--- config.mk ---
export PLATFORM = sky130hd
export DESIGN_NAME = uart_mem_burst
export DESIGN_NICKNAME = d
export VERILOG_FILES = /design/src/rtl/uart_mem_burst.sv
export SDC_FILE = /design/constraint.sdc
export NUM_CORES = 1
export LEC_CHECK = 0
export ABC_AREA = 1
export BUFFER_PORTS_ARGS = -buffer_cell sky130_fd_sc_hd__buf_2
export CAP_MARGIN = 20
export CORE_ASPECT_RATIO = 0.75
export CORE_MARGIN = 5
export CORE_UTILIZATION = 58
export DETAILED_ROUTE_END_ITERATION = 10
export HOLD_SLACK_MARGIN = 0.15
export PLACE_DENSITY = 0.8
export SYNTH_ARGS = -nofsm -noshare
export SYNTH_HDL_FRONTEND = slang
export SYNTH_SLANG_ARGS = --single-unit
--- constraint.sdc ---
create_clock -name clk -period 1.8 [get_ports clk]
set_input_delay 0 -clock clk [delete_from_list [all_inputs] [get_ports clk]]
set_output_delay 0 -clock clk [all_outputs]
set_load 0.01 [all_outputs]
--- src/rtl/uart_mem_burst.sv ---
// UART-attached register memory: serial CMD/ADDR/DATA frames drive burst writes and
// back-to-back burst reads of a small register array, with framing-error and timeout recovery.
module uart_mem_burst #(
  parameter int ADDR_WIDTH  = 4,
  parameter int DATA_WIDTH  = 4,
  parameter int BAUD_PERIOD = 3,
  parameter int LEN_BITS    = 2,
  parameter int TIMEOUT     = 64
) (
  input  logic                                    clk,
  input  logic                                    rst_l,
  input  logic                                    RX,
  output logic                                    TX,
  output logic                                    busy,
  output logic                                    frame_err,
  output logic [7:0]                              err_count,
  output logic [DATA_WIDTH*(2**ADDR_WIDTH)-1:0]   mem_debug
);
  localparam int FW    = ADDR_WIDTH;
  localparam int DEPTH = 2**ADDR_WIDTH;
  localparam int HALF  = BAUD_PERIOD/2;
  localparam int BW    = $clog2(BAUD_PERIOD+1);
  localparam int IW    = $clog2(FW+3);
  localparam int TW    = $clog2(TIMEOUT+1);

  generate
    if (DATA_WIDTH > ADDR_WIDTH || BAUD_PERIOD < 2 || LEN_BITS+1 > ADDR_WIDTH) begin : g_bad_param
      $fatal(1, "uart_mem_burst: illegal parameter combination");
    end
  endgenerate

  typedef enum logic [1:0] {IDLE, ADDR, WDATA, RDATA} state_t;
  state_t state, state_n;

  // ---------------- receiver ----------------
  logic rx_m, rx_s, rx_q, rx_act, rx_vld, rx_ferr;
  logic [BW-1:0] rx_cnt;
  logic [IW-1:0] rx_idx;
  logic [FW-1:0] rx_sh, rx_data;
  logic rx_smp, rx_start;

  assign rx_start = !rx_act && rx_q && !rx_s;
  assign rx_smp   = rx_act && (rx_cnt == BW'(HALF));

  always_ff @(posedge clk or negedge rst_l) begin
    if (!rst_l) begin
      rx_m <= 1'b1; rx_s <= 1'b1; rx_q <= 1'b1;
      rx_act <= 1'b0; rx_vld <= 1'b0; rx_ferr <= 1'b0;
      rx_cnt <= '0; rx_idx <= '0; rx_sh <= '0; rx_data <= '0;
    end else begin
      rx_m <= RX; rx_s <= rx_m; rx_q <= rx_s;
      rx_vld <= 1'b0; rx_ferr <= 1'b0;
      if (rx_start) begin
        rx_act <= 1'b1; rx_cnt <= BW'(1); rx_idx <= '0;
      end else if (rx_act) begin
        rx_cnt <= (rx_cnt == BW'(BAUD_PERIOD-1)) ? '0 : rx_cnt + 1'b1;
        if (rx_cnt == BW'(BAUD_PERIOD-1)) rx_idx <= rx_idx + 1'b1;
        if (rx_smp) begin
          if (rx_idx == '0) begin
            if (rx_s) rx_act <= 1'b0;             // glitch, not a real start bit
          end else if (rx_idx == IW'(FW+1)) begin
            rx_act <= 1'b0;
            if (rx_s) begin rx_vld <= 1'b1; rx_data <= rx_sh; end
            else rx_ferr <= 1'b1;
          end else begin
            rx_sh <= {rx_s, rx_sh[FW-1:1]};
          end
        end
      end
    end
  end

  // ---------------- transmitter ----------------
  logic tx_busy, tx_ready;
  logic [BW-1:0] tx_bcnt;
  logic [IW-1:0] tx_left;
  logic [FW:0]   tx_sh;

  // Ready in the last clock of a stop bit so the next word starts with no gap.
  assign tx_ready = !tx_busy || (tx_bcnt == BW'(BAUD_PERIOD-1) && tx_left == '0);

  // ---------------- control ----------------
  logic op, rd_done, timeout;
  logic [LEN_BITS-1:0]   rem;
  logic [ADDR_WIDTH-1:0] addr;
  logic [TW-1:0]         to_cnt;
  logic [DATA_WIDTH-1:0] mem [DEPTH];
  logic do_cmd, do_addr, do_wr, do_ld, err_inc, ferr_set;

  assign timeout = (state == ADDR || state == WDATA) && !rx_act && !rx_start &&
                   (to_cnt == TW'(TIMEOUT-1));

  always_ff @(posedge clk or negedge rst_l) begin
    if (!rst_l) state <= IDLE;
    else        state <= state_n;
  end

  always_comb begin
    state_n = state;
    do_cmd = 1'b0; do_addr = 1'b0; do_wr = 1'b0; do_ld = 1'b0;
    err_inc = 1'b0; ferr_set = 1'b0;
    case (state)
      IDLE:  if (rx_vld) begin do_cmd = 1'b1; state_n = ADDR; end
      ADDR:  if (rx_vld) begin do_addr = 1'b1; state_n = op ? WDATA : RDATA; end
             else if (timeout) begin err_inc = 1'b1; state_n = IDLE; end
      WDATA: if (rx_vld) begin do_wr = 1'b1; if (rem == '0) state_n = IDLE; end
             else if (timeout) begin err_inc = 1'b1; state_n = IDLE; end
      RDATA: if (tx_ready) begin
               if (rd_done) state_n = IDLE;
               else         do_ld = 1'b1;
             end
      default: state_n = IDLE;
    endcase
    // Half-duplex: anything heard while replying is ignored, errors included.
    if (rx_ferr && state != RDATA) begin
      ferr_set = 1'b1; err_inc = 1'b1; state_n = IDLE;
    end
  end

  always_ff @(posedge clk or negedge rst_l) begin
    if (!rst_l) begin
      op <= 1'b0; rem <= '0; addr <= '0; rd_done <= 1'b0; to_cnt <= '0;
      frame_err <= 1'b0; err_count <= '0;
      for (int i = 0; i < DEPTH; i++) mem[i] <= '0;
    end else begin
      if (state != ADDR && state != WDATA || rx_act || rx_start) to_cnt <= '0;
      else to_cnt <= to_cnt + 1'b1;
      if (do_cmd)  begin op <= rx_data[0]; rem <= rx_data[LEN_BITS:1]; end
      if (do_addr) begin addr <= rx_data; rd_done <= 1'b0; end
      if (do_wr) begin
        mem[addr] <= rx_data[DATA_WIDTH-1:0];
        addr <= addr + 1'b1; rem <= rem - 1'b1;
      end
      if (do_ld) begin
        addr <= addr + 1'b1;
        if (rem == '0) rd_done <= 1'b1;
        else rem <= rem - 1'b1;
      end
      if (ferr_set) frame_err <= 1'b1;
      if (err_inc && err_count != 8'hFF) err_count <= err_count + 8'd1;
    end
  end

  always_ff @(posedge clk or negedge rst_l) begin
    if (!rst_l) begin
      TX <= 1'b1; tx_busy <= 1'b0; tx_bcnt <= '0; tx_left <= '0; tx_sh <= '0;
    end else if (do_ld) begin
      TX <= 1'b0; tx_busy <= 1'b1; tx_bcnt <= '0; tx_left <= IW'(FW+1);
      tx_sh <= {1'b1, FW'(mem[addr])};
    end else if (tx_busy) begin
      if (tx_bcnt == BW'(BAUD_PERIOD-1)) begin
        tx_bcnt <= '0;
        if (tx_left == '0) begin
          tx_busy <= 1'b0; TX <= 1'b1;
        end else begin
          TX <= tx_sh[0]; tx_sh <= {1'b1, tx_sh[FW:1]}; tx_left <= tx_left - 1'b1;
        end
      end else begin
        tx_bcnt <= tx_bcnt + 1'b1;
      end
    end
  end

  assign busy = (state != IDLE);

  generate
    for (genvar g = 0; g < DEPTH; g++) begin : g_dbg
      assign mem_debug[g*DATA_WIDTH +: DATA_WIDTH] = mem[g];
    end
  endgenerate
endmodule

==> summary.txt <==
Starting Density -> 59.9%
Final Cycle Share -> 97.9%
Maximum clock frequency -> 568 MHz
Reg-to-Reg End -> mem_debug[59]$_DFFE_PN0P_
Placed inst area -> 0.00644 mm2
Synth Instances -> 726
RSZ-0062 raised after global routing -> yes
Pre-CTS setup slack -> 0.00345 ns
Slew headroom -> 52.3%
PD cells -> 1240 mW/mm2
Port bufs -> 77
Hold WC Path Type -> in -> reg
Post-Route WL -> 15000 um
Pre-antenna DRT Iters -> 5
Hold Violations, Final -> 0
Post-Syn Area -> 0.00585 mm2
Seq cells post-synth -> 121
DP HPWL -> 10400 um
Clk sinks -> 121
Synthesis-to-layout area growth -> 22.4%
FF-to-FF Start -> state[0]$_DFFE_PN0P_
Grt ovf -> 0
Vias in the first global route -> 5113
Net Sw Frac -> 31.8%
Num rows -> 31
Nets -> 845
WS Path Type -> reg -> reg
Maximum Capacitance Violations -> 0
Reg2Reg Depth -> 7
Peak VDD IR -> 793 uV
Antenna Cells -> 0
H-tree levels -> 4
Avg WL per Cell -> 15.4 um
Clock Path Buffers -> 2
Residual DRC -> 0
Leak -> 3.64 nW
Ports -> 78
Most common cell after layout, fill and taps aside -> nand2_1
CTS Buf Count -> 17
Setup ws final -> 0.0387 ns
Detail Route Antenna Nets -> 0
Worst Path Arrival -> 2.02 ns
Worst-Skew Late Latency -> 0.42 ns
Highest-count cells in the layout ignoring fill and taps -> 233 x nand2_1, 117 x dfrtp_1, 76 x buf_2
Largest net degree at the start of global routing -> 42
First-pass GRT wire length -> 24700 um
Clock Skew -> 0.00521 ns
Crit path time final -> 1.76 ns
Die width -> 126 um
Flop pwr share -> 36.6%
WHS Path Cells -> 2
Hold_sp -> RX
Internal power -> 0.00605 W
Slew Limit Fails -> 0
Setup violations, final -> 0
Die Y -> 97.0 um
Req. time, crit path -> 2.06 ns
Outcome -> complete, no violations
CP endpoint kind -> register
CP max stage cell -> dfrtp_1
DIE AREA -> 0.0122 mm2
Total Routing Usage GR -> 25.0%
Post-route cell area -> 0.00717 mm2
Hold_ws -> 0.232 ns
Seq/Total Area, Yosys -> 51.8%
Post-synth net total -> 746
TritonCTS clock tree -> yes
Cell Chain, Critical Path -> inv_1 -> ha_1 -> nand2_4 -> nor2_2 -> nand2_1 -> nand2_1 -> o21ai_0
R2r setup slk -> 0.04 ns
Worst-path maximum fanout -> 8
Initial antenna violation count -> 0
Layout cell share with drive strength beyond 1 -> 18.9%
Net Switching -> 0.00282 W
Clock share of power -> 40.3%
Cell variety after synth -> 31
Total power -> 0.00888 W
CTS clk-pin slew, worst paths -> 0.05 ns
Worst-margin pin slew -> 0.715 ns
Total vias in the final route -> 5200
Cell mode on critical path -> nand2_1
Ys Warns -> 0
Startpoint Class -> register
Vias per inst -> 5.37
Combinational fraction of design power -> 23.0%
CTS root buf -> clkbuf_16
Routability cong. -> 0.873
CP peak stage delay -> 0.41 ns
End of the worst hold path -> rx_m$_DFF_PN1_
Avg Inst Size Synth -> 8.06 um2
Core ar. -> 0.00977 mm2
First DRT Iteration DRCs -> 463
[cells in the mapped netlist]
cell | n | area, um2
a21boi_0 | 1 | 7.51
nand3b_1 | 2 | 15.0
nor2_1 | 50 | 188
nor2_2 | 8 | 50.1
and3_1 | 1 | 6.26
a32o_1 | 1 | 10.0
o21ai_0 | 58 | 290
xor2_1 | 7 | 61.3
buf_4 | 1 | 7.51
nand2_4 | 3 | 33.8
or2_0 | 1 | 6.26
dfstp_2 | 4 | 105
inv_1 | 72 | 270
buf_6 | 2 | 22.5
nand2_1 | 235 | 882
a21oi_1 | 22 | 110
inv_2 | 6 | 22.5
nand3_1 | 41 | 205
ha_1 | 17 | 213
nor3_1 | 5 | 25.0
dfrtp_1 | 117 | 2930
o211ai_1 | 1 | 7.51
buf_2 | 10 | 50.1
nand3_2 | 1 | 10.0
a211oi_1 | 4 | 30.0
nand2_2 | 6 | 37.5
mux2i_1 | 1 | 10.0
o21ai_1 | 41 | 205
xnor2_1 | 2 | 17.5
clkbuf_1 | 4 | 15.0
nand4_1 | 2 | 12.5
[registers in the layout, indices dropped and copies added (netlist names), 2 cells and up]
register / count
tx_sh: 5
tx_left: 3
err_count: 8
rx_data: 4
rx_idx: 3
addr: 4
rx_cnt: 2
rem: 2
mem_debug: 64
to_cnt: 7
rx_sh: 4
state: 2
tx_bcnt: 2
[worst max-delay path, delay by kind of cell, from the launching register on]
| family | cells | cell delay, ns |
|---|---|---|
| compound gates | 1 | 0.09 |
| fa+ha+maj | 1 | 0.24 |
| buf+inv | 1 | 0.14 |
| flops | 1 | 0.41 |
| simple gates | 4 | 0.71 |
[worst max path at each step]
| stage | start | cells past startpoint | endpoint |
|---|---|---|---|
| after global placement | tx_left[0]$_DFFE_PN0P_ | 12 | tx_sh[2]$_DFFE_PN0P_ |
| after CTS | tx_left[0]$_DFFE_PN0P_ | 12 | tx_sh[0]$_DFFE_PN0P_ |
| after detailed placement | tx_left[0]$_DFFE_PN0P_ | 12 | tx_sh[0]$_DFFE_PN0P_ |
| after global routing | state[0]$_DFFE_PN0P_ | 7 | mem_debug[59]$_DFFE_PN0P_ |
| final | state[0]$_DFFE_PN0P_ | 7 | mem_debug[59]$_DFFE_PN0P_ |
| after floorplan | state[0]$_DFFE_PN0P_ | 8 | err_count[0]$_DFFE_PN0P_ |
[layout make-up]
cell class              instances  area [um2]
fillers                       721        2610
repair buffers                 97         561
clock inverters                12         174
multi-input cells             510        2490
well taps                     132         165
clock buffers                  19         453
flip-flops and latches        121        3030
inverters                      78         295
[stage by stage]
step | util (%) | setup TNS (ns) | cells
after floorplan | - | 0 | 726
after global placement | 65.9 | 0 | 934
after detailed placement | 65.9 | 0 | 934
after CTS | 72.8 | 0 | 969
after global routing | 73.3 | -0.243 | 969
final | 73.3 | 0 | 969
[repair_timing]
action                                 CTS  global route
hold buffers                             4             0
endpoints found under the hold margin  122             0
cloned                                   0             0
buffers inserted                         0             0
setup endpoints to repair                3            66
resized for setup                        1            13
[layer usage]
layer | routed length, um | part of all wire (%) | up-vias | track usage [%]
li1 | - | - | 2513 | -
met4 | 280 | 1.9 | 0 | 9.73
met2 | 6800 | 45 | 233 | 37.2
met3 | 1310 | 8.8 | 33 | 7.21
met5 | 0 | 0 | - | 0
met1 | 6570 | 44 | 2421 | 34.8
[kinds of logic after synthesis]
| group | count (synthesis) | synth area share [%] |
|---|---|---|
| AO/OA/AOI/OAI | 128 | 11.3 |
| multiplexers | 1 | 0.171 |
| buffers and inverters | 95 | 6.63 |
| XOR/XNOR | 9 | 1.35 |
| adder cells (fa/ha/maj) | 17 | 3.63 |
| flip-flops | 121 | 51.8 |
| AND/OR/NAND/NOR | 355 | 25.1 |
[power by group through the flow]
stage,Combinational (W),Sequential [W],Clock (W)
floorplan,0.00139,0.00324,0
detailed placement,0.00195,0.00329,0
global route,0.00231,0.00329,0.00372
finish,0.00204,0.00325,0.00358
CTS,0.00200,0.00325,0.00360
global placement,0.00187,0.00327,0
(Power assumes the default switching activity.)
